File: config.mk
export PLATFORM = sky130hd
export DESIGN_NAME = hex_display_scheduler
export DESIGN_NICKNAME = d
export VERILOG_FILES = /design/src/rtl/hex_display_scheduler.sv
export SDC_FILE = /design/constraint.sdc
export NUM_CORES = 1
export LEC_CHECK = 0
export CAP_MARGIN = 5
export CORE_ASPECT_RATIO = 2
export CORE_MARGIN = 2
export CORE_UTILIZATION = 30
export DETAILED_ROUTE_END_ITERATION = 8
export SYNTH_ARGS = -nofsm -noshare
export SYNTH_HDL_FRONTEND = slang
export SYNTH_SLANG_ARGS = --single-unit
File: constraint.sdc
create_clock -name CLOCK_50 -period 3.98 [get_ports CLOCK_50]
set_input_delay 0.796 -clock CLOCK_50 [delete_from_list [all_inputs] [get_ports CLOCK_50]]
set_output_delay 0.796 -clock CLOCK_50 [all_outputs]
set_load 0.005 [all_outputs]
File: src/rtl/hex_display_scheduler.sv
// hex_display_scheduler: round-robin sharing of the 7-seg displays between requesters
// with a minimum hold time in prescaler ticks and a blank frame between owners.
module hex_display_scheduler #(
  parameter int NUM_REQ    = 3,
  parameter int DIGITS     = 6,
  parameter int TICK_DIV   = 25000000,
  parameter int HOLD_TICKS = 2
) (
  input  logic                          CLOCK_50,
  input  logic                          RESET_N,
  input  logic [NUM_REQ-1:0]            req,
  input  logic [NUM_REQ*DIGITS*4-1:0]   req_data,
  input  logic [NUM_REQ*DIGITS-1:0]     req_mask,
  output logic [NUM_REQ-1:0]            grant,
  output logic                          busy,
  output logic [DIGITS*7-1:0]           hex_out
);
  localparam int IW = $clog2(NUM_REQ);
  localparam int PW = $clog2(TICK_DIV);
  localparam int HW = $clog2(HOLD_TICKS + 1);
  typedef enum logic [1:0] {IDLE, OWN, HANDOFF} state_t;
  state_t state_q, state_d;
  logic [IW-1:0] owner_q, owner_d, rr_q, rr_d, win;
  logic [PW-1:0] pre_q;
  logic [HW-1:0] hold_q, hold_d;
  logic [DIGITS*7-1:0] hex_q, hex_d;
  logic [NUM_REQ-1:0] own_oh;
  logic tick, found, own_req, others;
  int j;
  function automatic logic [6:0] seg(input logic [3:0] n);
    case (n)
      4'h0: return 7'h40;
      4'h1: return 7'h79;
      4'h2: return 7'h24;
      4'h3: return 7'h30;
      4'h4: return 7'h19;
      4'h5: return 7'h12;
      4'h6: return 7'h02;
      4'h7: return 7'h78;
      4'h8: return 7'h00;
      4'h9: return 7'h10;
      4'hA: return 7'h08;
      4'hB: return 7'h03;
      4'hC: return 7'h46;
      4'hD: return 7'h21;
      4'hE: return 7'h06;
      default: return 7'h0E;
    endcase
  endfunction
  assign tick    = pre_q == PW'(TICK_DIV - 1);
  assign own_oh  = NUM_REQ'(1) << owner_q;
  assign own_req = |(req & own_oh);
  assign others  = |(req & ~own_oh);
  assign busy    = state_q == OWN;
  assign grant   = busy ? own_oh : '0;
  assign hex_out = hex_q;
  // First requester at or after rr_q, searching modulo NUM_REQ
  always_comb begin
    win = '0;
    found = 1'b0;
    j = 0;
    for (int k = 0; k < NUM_REQ; k++) begin
      j = int'(rr_q) + k;
      if (j >= NUM_REQ) j = j - NUM_REQ;
      if (!found && req[j]) begin
        win = IW'(j);
        found = 1'b1;
      end
    end
  end
  always_comb begin
    state_d = state_q;
    owner_d = owner_q;
    rr_d    = rr_q;
    hold_d  = hold_q;
    case (state_q)
      IDLE: if (found) begin
        state_d = OWN;
        owner_d = win;
        hold_d  = '0;
      end
      OWN: begin
        hold_d = (tick && hold_q != HW'(HOLD_TICKS)) ? hold_q + 1'b1 : hold_q;
        state_d = (!own_req || (hold_q == HW'(HOLD_TICKS) && others)) ? HANDOFF : OWN;
      end
      HANDOFF: begin
        state_d = IDLE;
        rr_d = owner_q == IW'(NUM_REQ - 1) ? '0 : owner_q + 1'b1;
      end
      default: state_d = IDLE;
    endcase
  end
  always_comb begin
    hex_d = '0;
    for (int d = 0; d < DIGITS; d++)
      hex_d[d*7 +: 7] = (busy && req_mask[int'(owner_q)*DIGITS + d])
                        ? seg(req_data[int'(owner_q)*DIGITS*4 + d*4 +: 4]) : 7'h7F;
  end
  always_ff @(posedge CLOCK_50 or negedge RESET_N) begin
    if (!RESET_N) begin
      state_q <= IDLE;
      owner_q <= '0;
      rr_q    <= '0;
      pre_q   <= '0;
      hold_q  <= '0;
      hex_q   <= {DIGITS{7'h7F}};
    end else begin
      state_q <= state_d;
      owner_q <= owner_d;
      rr_q    <= rr_d;
      pre_q   <= tick ? '0 : pre_q + 1'b1;
      hold_q  <= hold_d;
      hex_q   <= hex_d;
    end
  end
endmodule

==> summary.md, run 1 <==
| Metric | Value |
|---|---|
| Clock Pin Slew Worst Setup and Hold Paths | `0.06 ns` |
| ANT nets after route | `0` |
| Diode count | `0` |
| All-Layer GR Usage | `0.172` |
| Num rows | `74` |
| Synth Cell Area | `slightly above 6000 sq um` |
| Io pins | `between 100 and 150` |
| Seq/Total Area, Yosys | `0.313` |
| Top cell type's share of synthesized area | `0.179` |
| Placer Congestion | `about 0.85` |
| Worst EP arrival | `3.69 ns` |
| Critical Path Start Type | `flip-flop` |
| Number of synthesized flops with an enable pin | `0` |
| Max VDD drop | `0.000326 V` |
| Worst slew margin | `0.295` |
| Critical Path RT | `approximately 4.3 ns` |
| Max-Cap Viols | `0` |
| Tcrit/Tclk final | `0.858` |
| Period minus WS final | `between 3 and 4 ns` |
| Final Non-Filler Cells | `1006` |
| Area delta synth->final | `31.5%` |
| Routed len/inst | `around 18 um` |
| Clock Skew | `0.00685 ns` |
| CTS tree | `built` |
| Mean Syn Cell Area | `10.3 sq um` |
| Vias in the first global route | `approximately 5.4k` |
| Synth unique cells | `77` |
| PwrDens | `roughly 710 nW/um^2` |
| GRT Residual Overflow | `0` |
| Setup violators final | `0` |
| Vias | `approximately 5.2k` |
| Critical path class | `flip-flop to flip-flop` |
| Initial antenna violation count | `0` |
| DIE AREA | `21800 sq um` |
| Hold Crit Class | `flip-flop to flip-flop` |
| # DRC | `0` |
| Cells after DPL | `990` |
| Slew Viols, Final | `0` |
| Starting Density | `0.304` |
| Syn nets | `between 700 and 800` |
| Iteration-0 DRC Markers | `approximately 260` |
| Clk sinks | `between 70 and 80` |
| Top-count cell post-synth | `nand2_1` |
| Die height | `slightly above 200 um` |
| FFs w/ async S/R, synth | `1.00` |
| Port Buffers | `140` |
| Yosys top cell by area | `dfstp_2` |
| Cts bufs inserted | `9` |
| Pleak | `around 0.0033 uW` |
| DRT Pass-1 Iters | `4` |
| Tightest Pin Transition | `~1.0 ns` |
| Maximum root-to-sink buffer count | `2` |
| Die Span X | `105 um` |
| Core Box Area | `between 20000 and 25000 sq um` |
| Hold-fix buffers at CTS | `0` |
| H-tree depth | `3` |
| Layout cell share with drive strength beyond 1 | `0.159` |
| Final Hold Fails | `0` |
| Largest net degree at the start of global routing | `between 60 and 70` |
| Drt total wl | `18.3 mm` |
| Synth area leaders | `dfstp_2 18%, dfrtp_1 13%, ha_1 9.3%` |
| Top cells by count, synth | `54 x nand2_1, 46 x ha_1, 44 x nor2_1` |
| Latest clock arrival within the worst-skew pair | `0.36 ns` |
| FMAX | `between 200 and 300 MHz` |
| Vias per cell | `around 5.2` |
| First-pass GRT wire length | `between 20 and 30 mm` |
| Nets | `just under 900` |
| Worst setup EP type | `flip-flop` |
| #FFs+latches synth | `75` |
| Post-synth top flop | `dfstp_2` |
| Cells after Synth | `~600` |
| Post-CTS sizing | `0` |
| CP Max Fanout | `11` |
| TNS Setup | `0 ns` |
| Final HPWL DP | `14.7 mm` |
| Root Driver | `clkbuf_16` |
| Warnings from Yosys | `0` |
| RSZ-0062 raised after global routing | `false` |
| Post-CTS setup buffer count | `0` |
| Outcome | `finished, final reports clean` |
## kinds of logic (layout without fill, tap and decap cells)
logic type / Yosys count / in the layout / share of synthesized area
muxes: 73 / 73 / 0.193
buffers and inverters: 59 / 202 / 0.0513
DFF: 75 / 75 / 0.313
AOI/OAI and AO/OA: 125 / 125 / 0.151
adders and majority gates: 46 / 46 / 0.0933
xor gates and xnor gates: 25 / 25 / 0.0355
and+or+nand+nor: 194 / 194 / 0.163
## per-layer routing
layer,up-vias,track usage,wire length [um]
met5,-,0,0
met4,0,0.0819,665
met2,141,0.334,10300
met1,2523,0.174,6670
li1,2494,-,-
met3,32,0.0286,695
## power breakdown
group / internal (uW) / total (uW) / switching [uW]
combinational: 1770 / 3950 / 2170
sequential: 988 / 1040 / 49.0
clock: 443 / 790 / 348
## sequential cells by signal, indices dropped and copies added, names as in the netlist
signal   cells
hex_out     42
hold_q       2
owner_q      2
pre_q       25
rr_q         2
state_q      2
## layout by cell type, fill, tap and decap left out, types with 18 or more instances in the layout
| master | netlist | final |
|---|---|---|
| a21oi_1 | 22 | 22 |
| inv_1 | 28 | 28 |
| nor2_1 | 44 | 44 |
| nand3_1 | 24 | 24 |
| mux2i_1 | 35 | 35 |
| o21ai_0 | 20 | 20 |
| dfrtp_1 | 33 | 32 |
| buf_4 | 5 | 18 |
| clkdlybuf4s50_1 | 0 | 139 |
| dfstp_2 | 42 | 42 |
| ha_1 | 46 | 45 |
| nand2_1 | 54 | 54 |
## critical path: stages, from the launching register on
cell and delay (ns):
dfrtp_2 0.37, inv_1 0.06, buf_4 0.17, ha_1 0.31, xnor2_1 0.87, o221ai_1 0.28, a32oi_2 0.33, and2_2 0.24
ha_1 0.25, or3_1 0.37, o211ai_1 0.09
## final timing paths
path,start,endpoint,slack [ns],depth (start not counted)
min in group asynchronous,RESET_N,owner_q[1],0.57,1
worst min-delay path,pre_q[4],pre_q[4],0.47,1
worst max-delay path,owner_q[0],hex_out[29],0.57,10
max in group asynchronous,RESET_N,hex_out[20],2.67,2
worst min register to register,pre_q[4],pre_q[4],0.47,1
worst max register to register,owner_q[0],hex_out[29],0.57,10
## stage by stage
stage | utilization | power, uW | worst slack, ns | hold slack, ns | instance area (sq um)
global route | 0.400 | 6230 | 0.328 | 0.489 | 8110
finish | 0.400 | 5770 | 0.567 | 0.474 | 8110
detailed placement | 0.386 | 5000 | 0.593 | 0.461 | 7830
global placement | 0.386 | 4970 | 0.642 | 0.460 | 7830
floorplan | - | 3970 | 0.618 | 0.438 | 6170
CTS | 0.400 | 5820 | 0.550 | 0.474 | 8110
## cell type report
type                       instances  area (sq um)
multi-input combinational        463          3930
sequential                        75          1930
timing repair buffer             157          1530
inverter                          29           109
clock inverter                     6          46.3
tap                              266           333
fill                            2006         12200
clock buffer                      10           239
(Power assumes the default switching activity.)
==> run 2, diff against run 1 <==
--- a/config.mk
+++ b/config.mk
@@ -8,8 +8,9 @@
 export CAP_MARGIN = 5
 export CORE_ASPECT_RATIO = 2
 export CORE_MARGIN = 2
-export CORE_UTILIZATION = 30
+export CORE_UTILIZATION = 52
 export DETAILED_ROUTE_END_ITERATION = 8
+export PLACE_DENSITY = 0.82
 export SYNTH_ARGS = -nofsm -noshare
 export SYNTH_HDL_FRONTEND = slang
 export SYNTH_SLANG_ARGS = --single-unit
==> summary.md, run 2 (same netlist as run 1, synthesis figures left out) <==
| Metric | Value |
|---|---|
| Outcome | `finished, final reports clean` |
| Filler cells | `about 930` |
| Core Box Area | `11600 sq um` |
| Placer Congestion | `a little under 1` |
| CP Max Fanout | `30` |
| Area of the multi-input gates | `3930 sq um` |
| # DRC | `0` |
| Die Span X | `just over 80 um` |
| DRT Pass-1 Iters | `5` |
| First-pass GRT wire length | `27.9 mm` |
| GRT Residual Overflow | `0` |
| Io pins | `141` |
| Tightest Pin Transition | `about 1.1 ns` |
| Cts bufs inserted | `9` |
| Initial antenna violation count | `0` |
| Critical path class | `flip-flop to flip-flop` |
| Tcrit/Tclk final | `0.857` |
| Final core utilization | `0.681` |
| Post-CTS setup buffer count | `0` |
| Cells after DPL | `between 800 and 900` |
| Max-Cap Viols | `0` |
| Drt total wl | `roughly 17 mm` |
| Nets | `between 800 and 900` |
| Latest clock arrival within the worst-skew pair | `roughly 0.34 ns` |
| Worst setup EP type | `flip-flop` |
| Iteration-0 DRC Markers | `322` |
| Register Area | `approximately 1900 sq um` |
| Worst slew margin | `0.290` |
| FMAX | `around 290 MHz` |
| Power Total | `between 5000 and 6000 uW` |
| Pleak | `between 0.003 and 0.004 uW` |
| CTS tree | `built` |
| Hold-fix buffers at CTS | `0` |
| Area delta synth->final | `28.3%` |
| Root Driver | `clkbuf_16` |
| Post-CTS sizing | `0` |
| TNS Setup | `0 ns` |
| Vias in the first global route | `roughly 5.6k` |
| H-tree depth | `3` |
| Maximum root-to-sink buffer count | `2` |
| Clock Skew | `between 0.008 and 0.009 ns` |
| Diode count | `0` |
| Most frequent cells in the layout | `139 x clkdlybuf4s50_1, 54 x nand2_1, 45 x ha_1, 44 x nor2_1, 42 x dfstp_2` |
| Slew Viols, Final | `0` |
| Num rows | `56` |
| DIE AREA | `12800 sq um` |
| Starting Density | `0.530` |
| PwrDens | `733 nW/um^2` |
| Largest net degree at the start of global routing | `54` |
| Die height | `158 um` |
| Clk sinks | `75` |
| Hold Crit Class | `flip-flop to flip-flop` |
| All-Layer GR Usage | `0.282` |
| Critical Path RT | `between 4 and 5 ns` |
| Layout cell share with drive strength beyond 1 | `0.154` |
| Max VDD drop | `about 0.00041 V` |
| RSZ-0062 raised after global routing | `false` |
| Clock Pin Slew Worst Setup and Hold Paths | `roughly 0.07 ns` |
| Worst EP arrival | `between 3 and 4 ns` |
| ANT nets after route | `0` |
| Port Buffers | `140` |
| Routed len/inst | `a little under 20 um` |
| Vias | `around 5.5k` |
| Critical Path Start Type | `flip-flop` |
| Final Hold Fails | `0` |
| Final HPWL DP | `around 13 mm` |
| Setup violators final | `0` |
| Period minus WS final | `between 3 and 4 ns` |
| Max reg flops | `42` |
| Vias per cell | `6.20` |
| Commonest non-fill, non-tap cell in the layout | `clkdlybuf4s50_1` |
| Final Non-Filler Cells | `880` |
-- run 2: changes by cell type in the layout (fill, tap and decap cells not counted) --
cell	delta
clkinvlp_4	-1
clkbuf_8	-1
buf_2	+1
inv_8	+1
buf_4	-6
inv_6	+1
-- run 2: routing by layer --
| metal | track usage | vias to the layer above | wire [um] |
|---|---|---|---|
| met3 | 0.0445 | 49 | 891 |
| met5 | 0 | - | 0 |
| met4 | 0.137 | 0 | 683 |
| met1 | 0.310 | 2683 | 6170 |
| met2 | 0.514 | 238 | 9570 |
| li1 | - | 2483 | - |
-- run 2: final timing paths --
| path | start | end | slack [ns] | cells past startpoint |
|---|---|---|---|---|
| worst max-delay path | owner_q[1] | hex_out[10] | 0.57 | 10 |
| worst min-delay path | pre_q[4] | pre_q[4] | 0.47 | 1 |
| worst max register to register | owner_q[1] | hex_out[10] | 0.57 | 10 |
| worst min register to register | pre_q[4] | pre_q[4] | 0.47 | 1 |
| max in group asynchronous | RESET_N | hex_out[2] | 2.46 | 2 |
| min in group asynchronous | RESET_N | pre_q[19] | 0.65 | 1 |
-- run 2: cell type report --
class / instances / area share
clock inverter: 7 / 0.00743
multi-input combinational: 463 / 0.496
tap: 145 / 0.0229
inverter: 29 / 0.0137
clock buffer: 9 / 0.0284
sequential: 75 / 0.244
timing repair buffer: 152 / 0.188
-- run 2: critical path, cell delays in order (launching register included) --
cell	delay (ns)
dfrtp_1	0.35
inv_1	0.08
ha_2	0.84
mux4_1	0.38
mux2i_1	0.07
o21ai_0	0.48
inv_1	0.16
ha_1	0.32
inv_1	0.05
mux4_2	0.43
nand2b_1	0.15
-- run 2: power breakdown --
group	internal (uW)	switching [uW]	total [uW]
combinational	1740	2240	3980
sequential	988	49.1	1040
clock	433	351	784
-- run 2: per-stage QoR --
| step | setup WS [ns] | hold slack (ns) | area [sq um] |
|---|---|---|---|
| 2_1_floorplan | 0.618 | 0.438 | 6170 |
| 4_1_cts | 0.546 | 0.479 | 7920 |
| 5_1_grt | 0.311 | 0.494 | 7920 |
| 3_3_place_gp | 0.767 | 0.457 | 7630 |
| 6_report | 0.567 | 0.474 | 7920 |
| 3_5_place_dp | 0.583 | 0.466 | 7630 |
==> run 3, diff against run 2 <==
--- a/config.mk
+++ b/config.mk
@@ -6,11 +6,12 @@
 export NUM_CORES = 1
 export LEC_CHECK = 0
 export CAP_MARGIN = 5
+export CELL_PAD_IN_SITES_DETAIL_PLACEMENT = 0
+export CELL_PAD_IN_SITES_GLOBAL_PLACEMENT = 1
 export CORE_ASPECT_RATIO = 2
-export CORE_MARGIN = 2
-export CORE_UTILIZATION = 52
+export CORE_UTILIZATION = 40
 export DETAILED_ROUTE_END_ITERATION = 8
-export PLACE_DENSITY = 0.82
+export PLACE_DENSITY_LB_ADDON = 0.1
 export SYNTH_ARGS = -nofsm -noshare
 export SYNTH_HDL_FRONTEND = slang
 export SYNTH_SLANG_ARGS = --single-unit
==> summary.md, run 3 (same netlist as run 1, synthesis figures left out) <==
| Metric | Value |
|---|---|
| Outcome | `finished, final reports clean` |
| Clock Skew | `0.0112 ns` |
| Tcrit/Tclk final | `0.861` |
| Final HPWL DP | `~15 mm` |
| DIE AREA | `~16000 sq um` |
| Maximum root-to-sink buffer count | `2` |
| Drt total wl | `18.0 mm` |
| DRT Pass-1 Iters | `6` |
| Setup violators final | `0` |
| GRT Residual Overflow | `0` |
| GR peak layer | `met2` |
| Met2 usage | `0.457` |
| Io pins | `around 140` |
| Critical Path RT | `about 4.2 ns` |
| Core Box Area | `roughly 15000 sq um` |
| Cts bufs inserted | `9` |
| Cells after DPL | `921` |
| RSZ-0062 raised after global routing | `false` |
| Finished Cell Area | `slightly above 8000 sq um` |
| Clock Pin Slew Worst Setup and Hold Paths | `around 0.06 ns` |
| Power Total | `approximately 5900 uW` |
| Largest net degree at the start of global routing | `76` |
| Clk sinks | `between 70 and 80` |
| Initial antenna violation count | `1` |
| Layout cell share with drive strength beyond 1 | `0.160` |
| Worst EP arrival | `between 3 and 4 ns` |
| Final Hold Fails | `0` |
| Hold-fix buffers at CTS | `0` |
| Critical path class | `flip-flop to flip-flop` |
| FMAX | `between 200 and 300 MHz` |
| Iteration-0 DRC Markers | `170` |
| Latest clock arrival within the worst-skew pair | `0.34 ns` |
| Nets | `between 800 and 900` |
| Routed len/inst | `~19 um` |
| Tightest Pin Transition | `just under 1 ns` |
| Post-CTS setup buffer count | `0` |
| M1 GR Usage | `0.228` |
| Max VDD drop | `~0.00031 V` |
| Period minus WS final | `3.43 ns` |
| Grt met3 use | `0.0360` |
| Vias per cell | `5.59` |
| CP Max Fanout | `13` |
| Dpl cell area | `between 7000 and 8000 sq um` |
| Worst setup EP type | `flip-flop` |
| Slew Viols, Final | `0` |
| Starting Density | `0.412` |
| Critical Path Start Type | `flip-flop` |
| All-Layer GR Usage | `0.231` |
| Final core utilization | `0.538` |
| CTS tree | `built` |
| Vias | `5253` |
| Port Buffers | `140` |
| Area delta synth->final | `30.7%` |
| H-tree depth | `3` |
| First-pass GRT wire length | `28.6 mm` |
| Max reg flops | `42` |
| ANT nets after route | `0` |
| Die Span X | `about 90 um` |
| Final Non-Filler Cells | `roughly 940` |
| Pleak | `0.00333 uW` |
| Reg2reg setup slack | `around 0.55 ns` |
| Post-CTS sizing | `0` |
| PwrDens | `roughly 730 nW/um^2` |
| Placer Congestion | `~0.88` |
| Most frequent cells in the layout | `139 x clkdlybuf4s50_1, 54 x nand2_1, 46 x ha_1, 44 x nor2_1, 42 x dfstp_2` |
| Commonest non-fill, non-tap cell in the layout | `clkdlybuf4s50_1` |
| Die height | `178 um` |
| TNS Setup | `0 ns` |
| Max-Cap Viols | `0` |
| Worst slew margin | `0.333` |
| Vias in the first global route | `between 5k and 6k` |
| # DRC | `0` |
| Root Driver | `clkbuf_16` |
| Hold Crit Class | `flip-flop to flip-flop` |
| Num rows | `63` |
run 3: changes by cell type in the layout (fill, tap and decap cells not counted):
cell | before | now
clkinv_4 | 1 | 0
ha_2 | 1 | 0
inv_6 | 3 | 2
buf_2 | 1 | 0
ha_1 | 45 | 46
bufinv_16 | 0 | 1
diode_2 | 0 | 2
buf_4 | 12 | 20
inv_8 | 1 | 2
run 3: worst paths after layout:
path	startpoint	endpoint	cells after the start
min	pre_q[4]	pre_q[4]	1
max in group asynchronous	RESET_N	owner_q[0]	1
max	owner_q[1]	hex_out[29]	9
max reg2reg	owner_q[1]	hex_out[29]	9
min in group asynchronous	RESET_N	pre_q[2]	1
min reg2reg	pre_q[4]	pre_q[4]	1
run 3: area by class of cell:
class                      instances  area (sq um)
inverter                          29           109
clock inverter                     7          82.6
sequential                        75          1930
timing repair buffer             159          1540
multi-input combinational        463          3920
antenna                            2          5.00
clock buffer                       9           225
fill                            1372          6920
tap                              195           244
run 3: critical path: stages, from the launching register on:
cell      delay (ns)
dfrtp_1         0.39
buf_4           0.21
ha_1            0.32
xnor2_1         0.82
o221ai_1        0.28
a32oi_2         0.35
and2_2          0.24
ha_1            0.25
or3_1           0.37
o211ai_1        0.10
run 3: metrics by stage:
stage	hold slack [ns]	worst slack, ns
floorplan	0.438	0.618
global placement	0.460	0.652
detailed placement	0.467	0.602
CTS	0.476	0.598
global route	0.504	0.333
finish	0.474	0.552
run 3: where the power goes:
part           switching [uW]  internal (uW)  total [uW]
Clock                     349            498         846
Combinational            2190           1800        3980
Sequential               53.3            988        1040
Total                    2590           3280        5870
run 3: routing by layer:
layer,part of all wire,vias to the layer above,wire length (um)
met5,0,-,0
met4,0.036,0,639
met3,0.034,35,612
met2,0.57,162,10300
met1,0.36,2568,6410
li1,-,2488,-
